## config.mk

```make
export PLATFORM = sky130hd
export DESIGN_NAME = ast_corner_pack
export DESIGN_NICKNAME = d
export VERILOG_FILES = /design/src/rtl/ast_corner_pack.sv
export SDC_FILE = /design/constraint.sdc
export NUM_CORES = 1
export LEC_CHECK = 0
export CAP_MARGIN = 0
export CORE_ASPECT_RATIO = 1.25
export CORE_MARGIN = 2
export CORE_UTILIZATION = 50
export CTS_CLUSTER_DIAMETER = 60
export DETAILED_ROUTE_END_ITERATION = 8
export PLACE_DENSITY = 0.67
export SYNTH_ARGS = -nofsm -noshare
export SYNTH_HDL_FRONTEND = slang
export SYNTH_SLANG_ARGS = --single-unit
```

## constraint.sdc

```tcl
create_clock -name c -period 9.8 [get_ports c]
set_input_delay 1.96 -clock c [delete_from_list [all_inputs] [get_ports c]]
set_output_delay 1.96 -clock c [all_outputs]
set_load 0.01 [all_outputs]
```

## src/rtl/ast_corner_pack.sv

```systemverilog
// ast_corner_pack: turns the per-pixel {dv, q, score} stream into buffered
// {score, y, x} corner records and drains them over a valid/ready port.
// Coordinates come from dv framing. Records whose score is below score_min
// are filtered out. When the FIFO is full, new records are dropped and counted.
module ast_corner_pack #(
   parameter int unsigned W     = 8,
   parameter int unsigned CW    = 11,
   parameter int unsigned DEPTH = 16,
   parameter int unsigned AW    = 4
) (
   input  logic                c,
   input  logic                rst_n,
   input  logic                fs,
   input  logic                dv,
   input  logic                q,
   input  logic [W-1:0]        score,
   input  logic [W-1:0]        score_min,
   output logic                out_valid,
   input  logic                out_ready,
   output logic [W+2*CW-1:0]   out_data,
   output logic [15:0]         drop_cnt,
   output logic [15:0]         corner_cnt
);

   localparam int unsigned DW   = W + 2*CW;
   localparam int unsigned CNTW = AW + 1;

   logic [CW-1:0]   x_q, x_d;
   logic [CW-1:0]   y_q, y_d;
   logic            dv_d1_q;
   logic [AW-1:0]   wr_ptr_q, wr_ptr_d;
   logic [AW-1:0]   rd_ptr_q, rd_ptr_d;
   logic [CNTW-1:0] count_q, count_d;
   logic [15:0]     drop_cnt_q, drop_cnt_d;
   logic [15:0]     corner_cnt_q, corner_cnt_d;
   logic            out_valid_q, out_valid_d;
   logic [DW-1:0]   out_data_q, out_data_d;
   logic [DW-1:0]   mem_q [DEPTH];

   logic            push;
   logic            pop;
   logic            full;
   logic            accept;
   logic            drop;
   logic [CW-1:0]   rec_x;
   logic [CW-1:0]   rec_y;
   logic [DW-1:0]   rec;

   // Next-state for coordinates, FIFO bookkeeping, counters and registered head
   always_comb begin
      x_d          = x_q;
      y_d          = y_q;
      wr_ptr_d     = wr_ptr_q;
      rd_ptr_d     = rd_ptr_q;
      count_d      = count_q;
      drop_cnt_d   = drop_cnt_q;
      corner_cnt_d = corner_cnt_q;
      out_valid_d  = 1'b0;
      out_data_d   = '0;

      // A pixel arriving with fs belongs to the new frame at the origin
      rec_x  = fs ? '0 : x_q;
      rec_y  = fs ? '0 : y_q;
      rec    = {score, rec_y, rec_x};

      push   = dv & q & (score >= score_min);
      pop    = out_valid_q & out_ready;
      full   = (count_q == CNTW'(DEPTH));
      accept = push & (~full | pop);
      drop   = push & ~accept;

      // Frame start wins over the falling-dv row advance
      if (fs) begin
         x_d = dv ? CW'(1) : '0;
         y_d = '0;
      end else if (dv) begin
         x_d = x_q + CW'(1);
      end else if (dv_d1_q) begin
         x_d = '0;
         y_d = y_q + CW'(1);
      end

      if (accept) wr_ptr_d = wr_ptr_q + AW'(1);
      if (pop)    rd_ptr_d = rd_ptr_q + AW'(1);

      case ({accept, pop})
         2'b10:   count_d = count_q + CNTW'(1);
         2'b01:   count_d = count_q - CNTW'(1);
         default: count_d = count_q;
      endcase

      if (fs) begin
         drop_cnt_d   = '0;
         corner_cnt_d = '0;
      end else begin
         if (drop && (drop_cnt_q != 16'hFFFF))
            drop_cnt_d = drop_cnt_q + 16'd1;
         if (accept && (corner_cnt_q != 16'hFFFF))
            corner_cnt_d = corner_cnt_q + 16'd1;
      end

      // Next head: the incoming record if the FIFO is (about to be) empty, else memory
      out_valid_d = (count_d != '0);
      if ((count_q == '0) || ((count_q == CNTW'(1)) && pop))
         out_data_d = accept ? rec : '0;
      else
         out_data_d = mem_q[rd_ptr_d];
   end

   // State registers with synchronous active-low reset
   always_ff @(posedge c) begin
      if (!rst_n) begin
         x_q          <= '0;
         y_q          <= '0;
         dv_d1_q      <= 1'b0;
         wr_ptr_q     <= '0;
         rd_ptr_q     <= '0;
         count_q      <= '0;
         drop_cnt_q   <= '0;
         corner_cnt_q <= '0;
         out_valid_q  <= 1'b0;
         out_data_q   <= '0;
      end else begin
         x_q          <= x_d;
         y_q          <= y_d;
         dv_d1_q      <= dv;
         wr_ptr_q     <= wr_ptr_d;
         rd_ptr_q     <= rd_ptr_d;
         count_q      <= count_d;
         drop_cnt_q   <= drop_cnt_d;
         corner_cnt_q <= corner_cnt_d;
         out_valid_q  <= out_valid_d;
         out_data_q   <= out_data_d;
      end
   end

   // Record storage; stale entries are harmless because pointers gate visibility
   always_ff @(posedge c) begin
      if (accept)
         mem_q[wr_ptr_q] <= rec;
   end

   assign out_valid  = out_valid_q;
   assign out_data   = out_data_q;
   assign drop_cnt   = drop_cnt_q;
   assign corner_cnt = corner_cnt_q;

endmodule

```

[Word level (Yosys, flattened, before mapping)]
Memories as Yosys holds them, arrays and structs flattened.
Index checks and enable logic that the tools add are counted.
Storage, ports and cells
  ROM bits: 0
  memory bits (writable): 480
  bits in latches: 0
  register bits after elaboration: 99
  input port bits: 22
  memories kept: 1
  logic and storage cells: 57
Memories
  mem_q: words 16, bits a word 30, read ports 1, clocked after Yosys merged registers in 0, write ports 1, RTL line 38  | logic [DW-1:0] mem_q [DEPTH];
Cells by class
  bitwise logic cells: 10
  shift operators: 0
  mux-type cells: 12
  equality and inequality tests: 6
  reductions and logical operators: 9
  div/mod/pow operators: 0
  $add $sub $neg: 8
  multipliers: 0
  magnitude comparators: 1
Operator list (number)
  30-bit two-way mux: 2
  11-bit two-way mux: 5
  16-bit by 1-bit adder with 16-bit output (second input constant): 2
  16-bit inequality test (second input constant): 2
  11-bit by 1-bit adder with 11-bit output (second input constant): 2
  5-bit case mux with 2 select lines: 1
  4-bit by 1-bit adder with 4-bit output (second input constant): 2
  8-bit >= comparator: 1
  5-bit by 1-bit adder with 5-bit output (second input constant): 1
  1-bit bitwise AND: 5
  5-bit by 1-bit equality test with 1-bit output (second input constant): 1
  5-bit equality test (second input constant): 1
  5-bit logical NOT: 1
  5-bit nonzero test: 1
  5-bit by 1-bit subtractor with 5-bit output (second input constant): 1
  4-bit two-way mux: 1
  1-bit inverter: 4
  1-bit logical AND: 3
  1-bit two-way mux: 3
  3-bit nonzero test: 1
  2-bit by 1-bit equality test with 1-bit output (second input constant): 1
  2-bit equality test (second input constant): 1
  2-bit AND reduction: 1
  2-bit OR reduction: 1
  2 further kinds: 2

[Logic depth before layout (Yosys ltp)]
Gate-level depths: netlist of run 1.
  word-level depth: 7
  gate-level depth with buffers: 15
  gate-level depth less buffers: 13

[Least setup slack after synthesis of run 1]
Ideal clock, no wire load.
  kind: input port to flip-flop
  start point: input port score[0]
  end point: memory mem_q[3][0] in the netlist's numbering (enable)
  path buffers: 1
  slack: 3.823 ns
  cell stages on the path: 10
  arrival: 5.522 ns
  setup time: 0.455 ns
  path through: inv_1 ha_1 nand2b_1 a2111oi_4 a2111oi_4 o31ai_4 inv_2 clkbuf_1 nand2_1 nor3_1
On the way
  longest elaborated chain between the ends: 5
Ends and longest elaborated chain
  from (decl): RTL line 16  | input logic [W-1:0] score,
  8-bit >= comparator: RTL line 66  | push = dv & q & (score >= score_min);
  1-bit bitwise AND: RTL line 66
  1-bit bitwise AND: RTL line 69  | accept = push & (~full | pop);
  1-bit two-way mux: RTL line 139  | if (accept)
  1-bit two-way mux (not written as such): RTL line 140  | mem_q[wr_ptr_q] <= rec;
  to (decl): RTL line 38
Every way passes these cells.

[Final worst setup path of run 1]
  start point: input port score[1]
  end point: register out_valid_q (netlist: out_valid)
On the way
  longest elaborated chain between the ends: 6
  elaborated cells on any way between the ends: 7
  classes of those cells: order compare: 1; eq/ne: 2; mux: 1; bitwise: 2; reduce/logical: 1
Ends and longest elaborated chain
  8-bit >= comparator (*): RTL line 66
  1-bit bitwise AND (*): RTL line 66
  1-bit bitwise AND (*): RTL line 69
  2-bit by 1-bit equality test with 1-bit output / 2-bit equality test (equally long branches): RTL line 86  | case ({accept, pop})
  5-bit case mux with 2 select lines (*): RTL line 86
  5-bit nonzero test (*): RTL line 103  | out_valid_d = (count_d != '0);
  to (signal assigned): RTL line 132  | out_valid_q <= out_valid_d;
  to (decl): RTL line 36  | logic out_valid_q, out_valid_d;
Every way passes the cells marked *; elsewhere a longest branch is shown, timed or not.
A chain may end at the register's enable or synchronous reset.

==> results of run 1 <==
-- report_power, final --
part | switching [mW] | total (mW) | internal [mW]
Clock | 0.923 | 2.10 | 1.18
Sequential | 0.0174 | 2.67 | 2.66
Combinational | 0.323 | 0.542 | 0.219
-- logic make-up after synthesis --
family                     count (synthesis)  synth area share
adders and majority gates                 22            0.0111
AOI/OAI and AO/OA                        282            0.0778
buffers and inverters                    131            0.0262
muxes                                    178             0.127
DFF                                      579             0.662
xor gates and xnor gates                  13           0.00521
and+or+nand+nor                          411            0.0904
-- stage by stage --
stage / area (sq um) / hold slack [ns]
2_1_floorplan: 24800 / 0.475
4_1_cts: 27900 / 0.490
3_5_place_dp: 26100 / 0.484
6_report: 27900 / 0.490
3_3_place_gp: 26100 / 0.474
5_1_grt: 27900 / 0.526
-- sequential cells by signal (all words and copies together) (netlist names) --
register / cells
mem_q: 480
out_data: 30
corner_cnt: 16
drop_cnt: 16
x_q: 11
y_q: 11
count_q: 5
rd_ptr_q: 4
wr_ptr_q: 4
dv_d1_q: 1
out_valid: 1
-- worst min-delay path by stage --
stage | from | slack (ns) | endpoint | cells after the start
finish | drop_cnt[14] | 0.49 | drop_cnt[14] | 2
global route | drop_cnt[14] | 0.53 | drop_cnt[14] | 2
CTS | drop_cnt[14] | 0.49 | drop_cnt[14] | 2
detailed placement | drop_cnt[14] | 0.48 | drop_cnt[14] | 2
global placement | drop_cnt[14] | 0.47 | drop_cnt[14] | 2
floorplan | y_q[7] | 0.48 | out_data[18] | 1
-- worst min-delay path, stage by stage (launching register included) --
cell and delay (ns):
dfxtp_1 0.33, o41ai_1 0.06, a21oi_1 0.05
-- per-layer routing --
| metal | wire [microns] | share of wire |
|---|---|---|
| met5 | 0 | 0 |
| met2 | 29400 | 0.50 |
| met1 | 24100 | 0.41 |
| met4 | 1570 | 0.027 |
| met3 | 3370 | 0.058 |
-- cell type report --
| type | count | share of cell area |
|---|---|---|
| clock buffers | 65 | 0.0522 |
| clock inverters | 42 | 0.0123 |
| inverters | 21 | 0.00282 |
| multi-input cells | 906 | 0.279 |
| flip-flops and latches | 579 | 0.588 |
| well taps | 651 | 0.0292 |
| repair buffers | 108 | 0.0366 |
-- synth_stat cells, drive strengths merged (4+ instances only) --
cell / instances
edfxtp: 480
mux4: 108
dfxtp: 99
nand3: 92
o21ai: 70
a21oi: 68
mux2i: 66
nand2: 65
buf: 58
clkbuf: 52
nor2b: 51
nor2: 40
and3: 34
nand4: 33
nor3: 23
a211oi: 22
ha: 22
inv: 21
or4: 18
or3: 17
o31ai: 16
a22o: 14
and2: 12
nand2b: 11
a31oi: 10
o41ai: 10
o211ai: 9
a21o: 8
xor2: 8
o22ai: 7
o21a: 6
xnor2: 5
a21boi: 4
mux2: 4
o2bb2ai: 4
o311ai: 4
==> results.md, run 1 <==
- Status: completed
- Die Ht: 253 microns
- Seq/Total Area, Yosys: 0.662
- Post-synth top area share: 0.582
- Post-CTS setup buffers: 0
- Via count: 14860
- First-pass GRT wire length: 89.7 mm
- Ant diodes: 0
- Vias/cell: 6.26
- Gr ovfl total: 0
- Util after Layout: 0.569
- Fin crit period: 6.13 ns
- CP Cell Sequence: clkdlybuf4s50_1, ha_1, a2111oi_4, a2111oi_4, o31ai_4, inv_2, ha_1, a22oi_1, nor3_1, a21oi_1, nand2_1, o31a_1
- Initial DRC Count: 1190
- Leak pwr: 9.43 nW
- Max IR drop VDD: 0.137 mV
- Final Hold Fails: 0
- Delay-heaviest family, CP: compound AO/OA/AOI/OAI gates
- R2R Path End: out_data[28]
- Dpl cells: 2265
- Dominant synthesized flop cell: edfxtp_1
- EDFF count, synth: 480
- HP Class: reg2reg
- Busiest grt layer: met2
- Num CTS Buffers: 57
- Io pins: 85
- Finished Layout Cells: 2372
- Chip width: 203 microns
- CP max-delay cell: o31ai_4
- Dpl ws: 3.10 ns
- Worst R2R Path Depth: 8
- CP Max Fanout: 34
- Clock buffer depth: 3
- Remaining antenna violation count after routing: 0
- Final HPWL DP: 33.9 mm
- Crit start category: primary input
- Tightest Pin Transition: 1.17 ns
- Worst-skew pair later-pin latency: 0.61 ns
- DRC: 0
- Arr. time, crit path: 6.61 ns
- Tcrit/Tclk final: 0.625
- Initial antenna violation count: 0
- Final setup fails: 0
- Commonest non-fill, non-tap cell in the layout: edfxtp_1
- Placer Congestion: 0.786
- WL final: 58.5 mm
- Crit path depth: 12
- Multi-input logic area: 7790 sq um
- Initial Utilization: 0.504
- Slew headroom: 0.220
- Rows: 91
- Synth Register Bits: 579
- RSZ-0062 raised after global routing: no
- RR Startpoint: rd_ptr_q[1]
- Met1 usage: 0.306
- Power, Total: 5.32 mW
- Core footprint: 49100 sq um
- Sequential Area: 16400 sq um
- Critical path launch point: score[1]
- Syn_nets: 1660
- Synth-to-layout area growth: 12.7%
- Slowest Stage Delay on Critical Path: 1.01 ns
- Synth area leaders: edfxtp_1, mux4_2, dfxtp_1
- Worst R2R Setup Slack: 5.48 ns
- Post-layout nets: 1717
- H-tree depth: 2
- Synth unique cells: 75
- Syn Std Cell Area: 24800 sq um
- Reg clk slew, reported paths: 0.06 ns
- Cell area power density: 191 nW/um^2
- Fill cell count: 3705
- Setup CP Type: in2reg
- Post-route setup TNS: 0 ns
- Final worst-path setup slack: 3.67 ns
- Input/output buffers: 84
- CTS tree: built
- Yosys top cell by area: edfxtp_1
- Ratio of cells with drive above 1 in the final layout: 0.153
- Root buf cell: clkbuf_16
- GRT Resource Usage Total: 0.231
- Hold Buf Count CTS: 0
- Max-slew violations: 0
- CP Capture Point: out_valid
- Most frequent cells in the layout: edfxtp_1, mux4_2, dfxtp_1
- Yosys warns: 0
- Final setup skew: 0.0278 ns
- Met2 usage: 0.396
- Max Clk Rate: 0.163 GHz
- Grt met3 use: 0.0300
- Cells after synthesis: 1616
- Mean Syn Cell Area: 15.3 sq um
- Async SR Flop Fraction: 0
- Crit end category: register
- Routed len/inst: 24.6 microns
- Number of global-route vias before repair: 14966
- Die area: 51300 sq um
- Clock Sinks: 579
- Largest net degree at the start of global routing: 65
- CP Buf/Inv Count: 2
- Number of max-cap violations: 0
- Critical Path RT: 10.28 ns
- Post-cts gate resize count: 0
- TritonRoute pass-1 iters: 5
No activity file was read; power rests on OpenSTA's default activity.
==> run 2, diff against run 1 <==
Clock period 9.8 ns to 6.1 ns, I/O delays scaled along.
==> results.md, run 2 (synthesized netlist as in run 1, its figures left out) <==
- CP most frequent cell: a2111oi_4
- Fin crit period: 4.77 ns
- Cell area power density: 308 nW/um^2 (+62%)
- Via count: 14806 (-0.36%)
- Post-route setup TNS: 0 ns (unchanged)
- Final Hold Fails: 0 (unchanged)
- Ratio of cells with drive above 1 in the final layout: 0.170 (+0.0163)
- HP Class: reg2reg
- Crit end category: register
- Commonest non-fill, non-tap cell in the layout: edfxtp_1
- Dpl ws: 0.701 ns (-2.40 ns)
- Final setup fails: 0 (unchanged)
- Routed len/inst: 25.1 microns (+1.6%)
- GRT Resource Usage Total: 0.237 (+0.00592)
- Most frequent cells in the layout: edfxtp_1, mux4_2, dfxtp_1
- Most flop-heavy register: mem_q
- Worst Hold Slack: 0.509 ns (+0.0182 ns)
- Ant diodes: 0 (unchanged)
- Num CTS Buffers: 55 (-3.5%)
- Tcrit/Tclk final: 0.783
- Routed wl met3: 3.47 mm (+3.1%)
- Placer Congestion: 0.771 (-1.8%)
- Io pins: 85 (unchanged)
- Remaining antenna violation count after routing: 0 (unchanged)
- Slew headroom: 0.103 (-0.117)
- Power share of the clock group: 0.408 (+0.013)
- Initial Utilization: 0.504 (unchanged)
- Gr ovfl total: 0 (unchanged)
- Clock Sinks: 579 (unchanged)
- Part of the power in combinational logic: 0.101 (about the same)
- Util after Layout: 0.578 (+0.00931)
- Die Ht: 253 microns (unchanged)
- Post-layout nets: 1741 (+1.4%)
- Leak pwr: 9.73 nW (+3.1%)
- Number of global-route vias before repair: 15003 (+0.25%)
- Rows: 91 (unchanged)
- WL final: 60.0 mm (+2.6%)
- Initial DRC Count: 1228 (+3.2%)
- Final worst-path setup slack: 1.33 ns (-2.35 ns)
- Power share of the sequential group: 0.492 (-0.011)
- Input/output buffers: 84 (unchanged)
- Max Clk Rate: 0.209 GHz
- Crit start category: primary input
- Number of max-cap violations: 0 (unchanged)
- RSZ-0062 raised after global routing: no
- Die area: 51300 sq um (unchanged)
- Slowest Stage Delay on Critical Path: 1.13 ns (+0.12 ns)
- Largest net degree at the start of global routing: 98 (+51%)
- Max-slew violations: 0 (unchanged)
- DRT met1 WL: 24.3 mm (+0.54%)
- Final setup skew: 0.0236 ns (-0.00413 ns)
- Chip width: 203 microns (unchanged)
- H-tree depth: 2 (unchanged)
- Core footprint: 49100 sq um (unchanged)
- Top layer in use: met4
- Largest register FFs: 480 (unchanged)
- Met2 WL: 31.0 mm (+5.6%)
- Net Sw Frac: 0.232 (-0.00517)
- CTS tree: built
- First-pass GRT wire length: 91.9 mm (+2.4%)
- Clock buffer depth: 3 (unchanged)
- Max IR drop VDD: 0.259 mV (+89%)
- Final Cell Area: 28400 sq um (+1.6%)
- Post-CTS setup buffers: 0 (unchanged)
- CP Cell Sequence: clkdlybuf4s50_1, ha_1, a2111oi_4, a2111oi_4, o31ai_4, inv_2, and3_1, a221o_1
- CP Max Fanout: 34 (unchanged)
- DRC: 0 (unchanged)
- Setup CP Type: in2reg
- TritonRoute pass-1 iters: 5 (unchanged)
- Root buf cell: clkbuf_16
- Status: completed
- Worst-skew pair later-pin latency: 0.60 ns (about the same)
- Vias/cell: 6.18 (-1.3%)
- Cell area after placement: 26400 sq um (+1.3%)
- Initial antenna violation count: 0 (unchanged)
- Post-cts gate resize count: 0 (unchanged)
- Reg clk slew, reported paths: 0.06 ns (about the same)
- Net Switching: 2.03 mW (+61%)
- Arr. time, crit path: 5.30 ns (-1.31 ns)
- Fill cell count: 3698 (-0.19%)
- CP max-delay cell: and3_1
- Hold Buf Count CTS: 0 (unchanged)
- Tightest Pin Transition: 1.34 ns (+0.173 ns)
- Critical Path RT: 6.62 ns (-3.66 ns)
- Synth-to-layout area growth: 14.6%
- P_int: 6.71 mW (+65%)
- Final HPWL DP: 37.3 mm (+10%)
## run 2: changes by cell type in the layout (fill, tap and decap cells not counted), moves of 2 or more
cell / before / now
clkinv_1: 13 / 3
clkinv_2: 13 / 7
clkbuf_8: 0 / 10
clkinv_4: 2 / 4
buf_4: 24 / 39
clkinvlp_4: 5 / 3
buf_12: 0 / 11
bufinv_16: 4 / 6
## run 2: worst max-delay path: cells and delay by family
| kind | cells | cell delay, ns |
|---|---|---|
| AO/OA/AOI/OAI | 4 | 1.04 |
| adder cells (fa/ha/maj) | 1 | 0.56 |
| buffers and inverters | 2 | 1.31 |
| AND/OR/NAND/NOR | 1 | 1.13 |
## run 2: layer usage
layer,up-vias,GRT usage
met5,-,0
li1,6623,-
met2,484,0.417
met3,87,0.0311
met4,0,0.0630
met1,7612,0.310
## run 2: metrics by stage
stage / std cells / power, mW
after floorplan: 1616 / 5.02
after global placement: 2291 / 5.25
after detailed placement: 2291 / 5.26
after CTS: 2395 / 8.79
after global routing: 2395 / 9.00
final: 2395 / 8.74
## run 2: path summary, 6_finish.rpt
path / from / to / slack [ns] / cells after the start
setup / recovery: score[1] / out_data[2] / 1.33 / 8
hold / removal: corner_cnt[11] / corner_cnt[11] / 0.51 / 2
setup reg to reg: rd_ptr_q[1] / out_data[0] / 2.41 / 8
hold reg to reg: corner_cnt[11] / corner_cnt[11] / 0.51 / 2
## run 2: power groups by stage
stage	sequential, mW	combinational [mW]	clock, mW
floorplan	4.37	0.647	0
global placement	4.38	0.870	0
detailed placement	4.38	0.882	0
CTS	4.29	0.885	3.61
global route	4.30	0.949	3.76
finish	4.29	0.879	3.56
## run 2: area by class of cell
class / instances / area [sq um] / area share
inverters: 21 / 78.8 / 0.00278
clock inverters: 29 / 347 / 0.0122
flip-flops and latches: 579 / 16400 / 0.578
multi-input cells: 906 / 7800 / 0.275
clock buffers: 75 / 1570 / 0.0555
repair buffers: 134 / 1350 / 0.0477
well taps: 651 / 815 / 0.0287
==> run 3, diff against run 2 <==
Settings changed: PLACE_DENSITY 0.67 to 0.7.
Clock period 6.1 ns to 4.19 ns, I/O delays scaled along.
==> results.md, run 3 (synthesized netlist as in run 1, its figures left out) <==
- CP Max Fanout: 8 (-76%)
- Number of global-route vias before repair: 15254 (+1.7%)
- Post-layout nets: 1786 (+2.6%)
- RSZ-0062 raised after global routing: no
- Placer Congestion: 0.851 (+10%)
- Number of max-cap violations: 0 (unchanged)
- Fill cell count: 3692 (-0.16%)
- Clock buffer depth: 3 (unchanged)
- Most flop-heavy register: mem_q
- Vias/cell: 6.18 (about the same)
- Input/output buffers: 84 (unchanged)
- Crit start category: primary input
- Root buf cell: clkbuf_16
- Chip width: 203 microns (unchanged)
- Num CTS Buffers: 54 (-1.8%)
- DRC: 0 (unchanged)
- Post-route setup TNS: 0 ns (unchanged)
- Setup CP Type: in2reg
- Via count: 15073 (+1.8%)
- Ratio of cells with drive above 1 in the final layout: 0.186 (+0.0165)
- Dpl cells: 2337 (+2.0%)
- HP Class: reg2reg
- Status: completed
- Fin crit period: 3.45 ns
- Crit end category: register
- Tightest Pin Transition: 1.16 ns (-0.184 ns)
- TritonRoute pass-1 iters: 5 (unchanged)
- Largest register FFs: 480 (unchanged)
- Sequential Area: 16400 sq um (unchanged)
- CTS tree: built
- Core footprint: 49100 sq um (unchanged)
- Remaining antenna violation count after routing: 0 (unchanged)
- First-pass GRT wire length: 91.3 mm (-0.61%)
- WL final: 59.9 mm (-0.16%)
- Dpl ws: 0.110 ns (-0.591 ns)
- Max Clk Rate: 0.290 GHz
- Critical Path RT: 4.66 ns (-1.96 ns)
- Util after Layout: 0.583 (+0.00474)
- Initial antenna violation count: 1 (+1)
- Max IR drop VDD: 0.299 mV (+15%)
- Most frequent cells in the layout: edfxtp_1, mux4_2, dfxtp_1
- Largest net degree at the start of global routing: 72 (-27%)
- Finished Layout Cells: 2439 (+1.8%)
- GRT Resource Usage Total: 0.236 (-0.000531)
- Leak pwr: 9.90 nW (+1.8%)
- Final setup skew: 0.0246 ns (+0.000949 ns)
- Reg clk slew, reported paths: 0.06 ns (about the same)
- Final HPWL DP: 38.3 mm (+2.7%)
- Hold Buf Count CTS: 0 (unchanged)
- Ant diodes: 0 (unchanged)
- Die area: 51300 sq um (unchanged)
- Commonest non-fill, non-tap cell in the layout: edfxtp_1
- Gr ovfl total: 0 (unchanged)
- Clock Sinks: 579 (unchanged)
- Max-slew violations: 0 (unchanged)
- Initial DRC Count: 1346 (+9.6%)
- Synth-to-layout area growth: 15.5%
- Arr. time, crit path: 3.91 ns (-1.39 ns)
- H-tree depth: 2 (unchanged)
- Rows: 91 (unchanged)
- Routed len/inst: 24.6 microns (-2.0%)
- Post-cts gate resize count: 0 (unchanged)
- Die Ht: 253 microns (unchanged)
- Cell area power density: 432 nW/um^2 (+40%)
- Tcrit/Tclk final: 0.823
- Io pins: 85 (unchanged)
- Slew headroom: 0.226 (+0.123)
- Final worst-path setup slack: 0.741 ns (-0.585 ns)
- Worst Hold Slack: 0.502 ns (-0.00685 ns)
- Initial Utilization: 0.504 (unchanged)
- Post-CTS setup buffers: 0 (unchanged)
- Worst-skew pair later-pin latency: 0.60 ns (about the same)
- Final Hold Fails: 0 (unchanged)
- Final setup fails: 0 (unchanged)
- Multi-input logic area: 7790 sq um (about the same)
[run 3: cell count changes in the layout (fill, tap and decap cells not counted), moves of 3 or more]
cell and change:
bufinv_16 -6, buf_4 +40, clkinv_2 +4, clkbuf_1 +6, buf_12 +6, clkinvlp_4 -3, clkinv_4 -4
[run 3: stage by stage]
stage	power, mW	area [sq um]
finish	12.3	28600
global route	12.7	28600
CTS	12.4	28600
detailed placement	7.73	26900
global placement	7.72	26900
floorplan	7.31	24800
[run 3: worst paths after layout]
| kind | start | to | slack, ns | cells after the start |
|---|---|---|---|---|
| worst max-delay path | score[0] | out_valid | 0.74 | 14 |
| worst min-delay path | drop_cnt[14] | drop_cnt[14] | 0.50 | 2 |
| worst max register to register | rd_ptr_q[0] | out_data[6] | 0.87 | 7 |
| worst min register to register | drop_cnt[14] | drop_cnt[14] | 0.50 | 2 |
[run 3: report_power, final]
group	switching (mW)	total [mW]	internal [mW]
registers	0.0388	6.25	6.21
clock network	2.06	4.74	2.68
logic	0.774	1.36	0.584
[run 3: layout make-up]
cell class,instances,share of cell area
flip-flops and latches,579,0.574
multi-input cells,906,0.272
repair buffers,180,0.0620
clock buffers,82,0.0567
well taps,651,0.0285
clock inverters,20,0.00416
inverters,21,0.00276
[run 3: worst max-delay path, stage by stage]
cell and delay (ns):
clkdlybuf4s50_1 0.54, inv_1 0.06, ha_1 0.27, nand2b_1 0.17, a2111oi_4 0.40, a2111oi_4 0.11, o31ai_4 0.33, inv_2 0.10
ha_1 0.31, inv_1 0.13, o21ai_0 0.11, a21oi_1 0.20, nand2_1 0.09, o31a_1 0.24
[run 3: layer usage]
metal | global-route usage | wire [microns] | vias to the layer above
met5 | 0 | 13 | -
met4 | 0.0953 | 2390 | 2
met3 | 0.0312 | 3380 | 119
met2 | 0.414 | 31100 | 570
met1 | 0.297 | 23000 | 7674
li1 | - | - | 6708
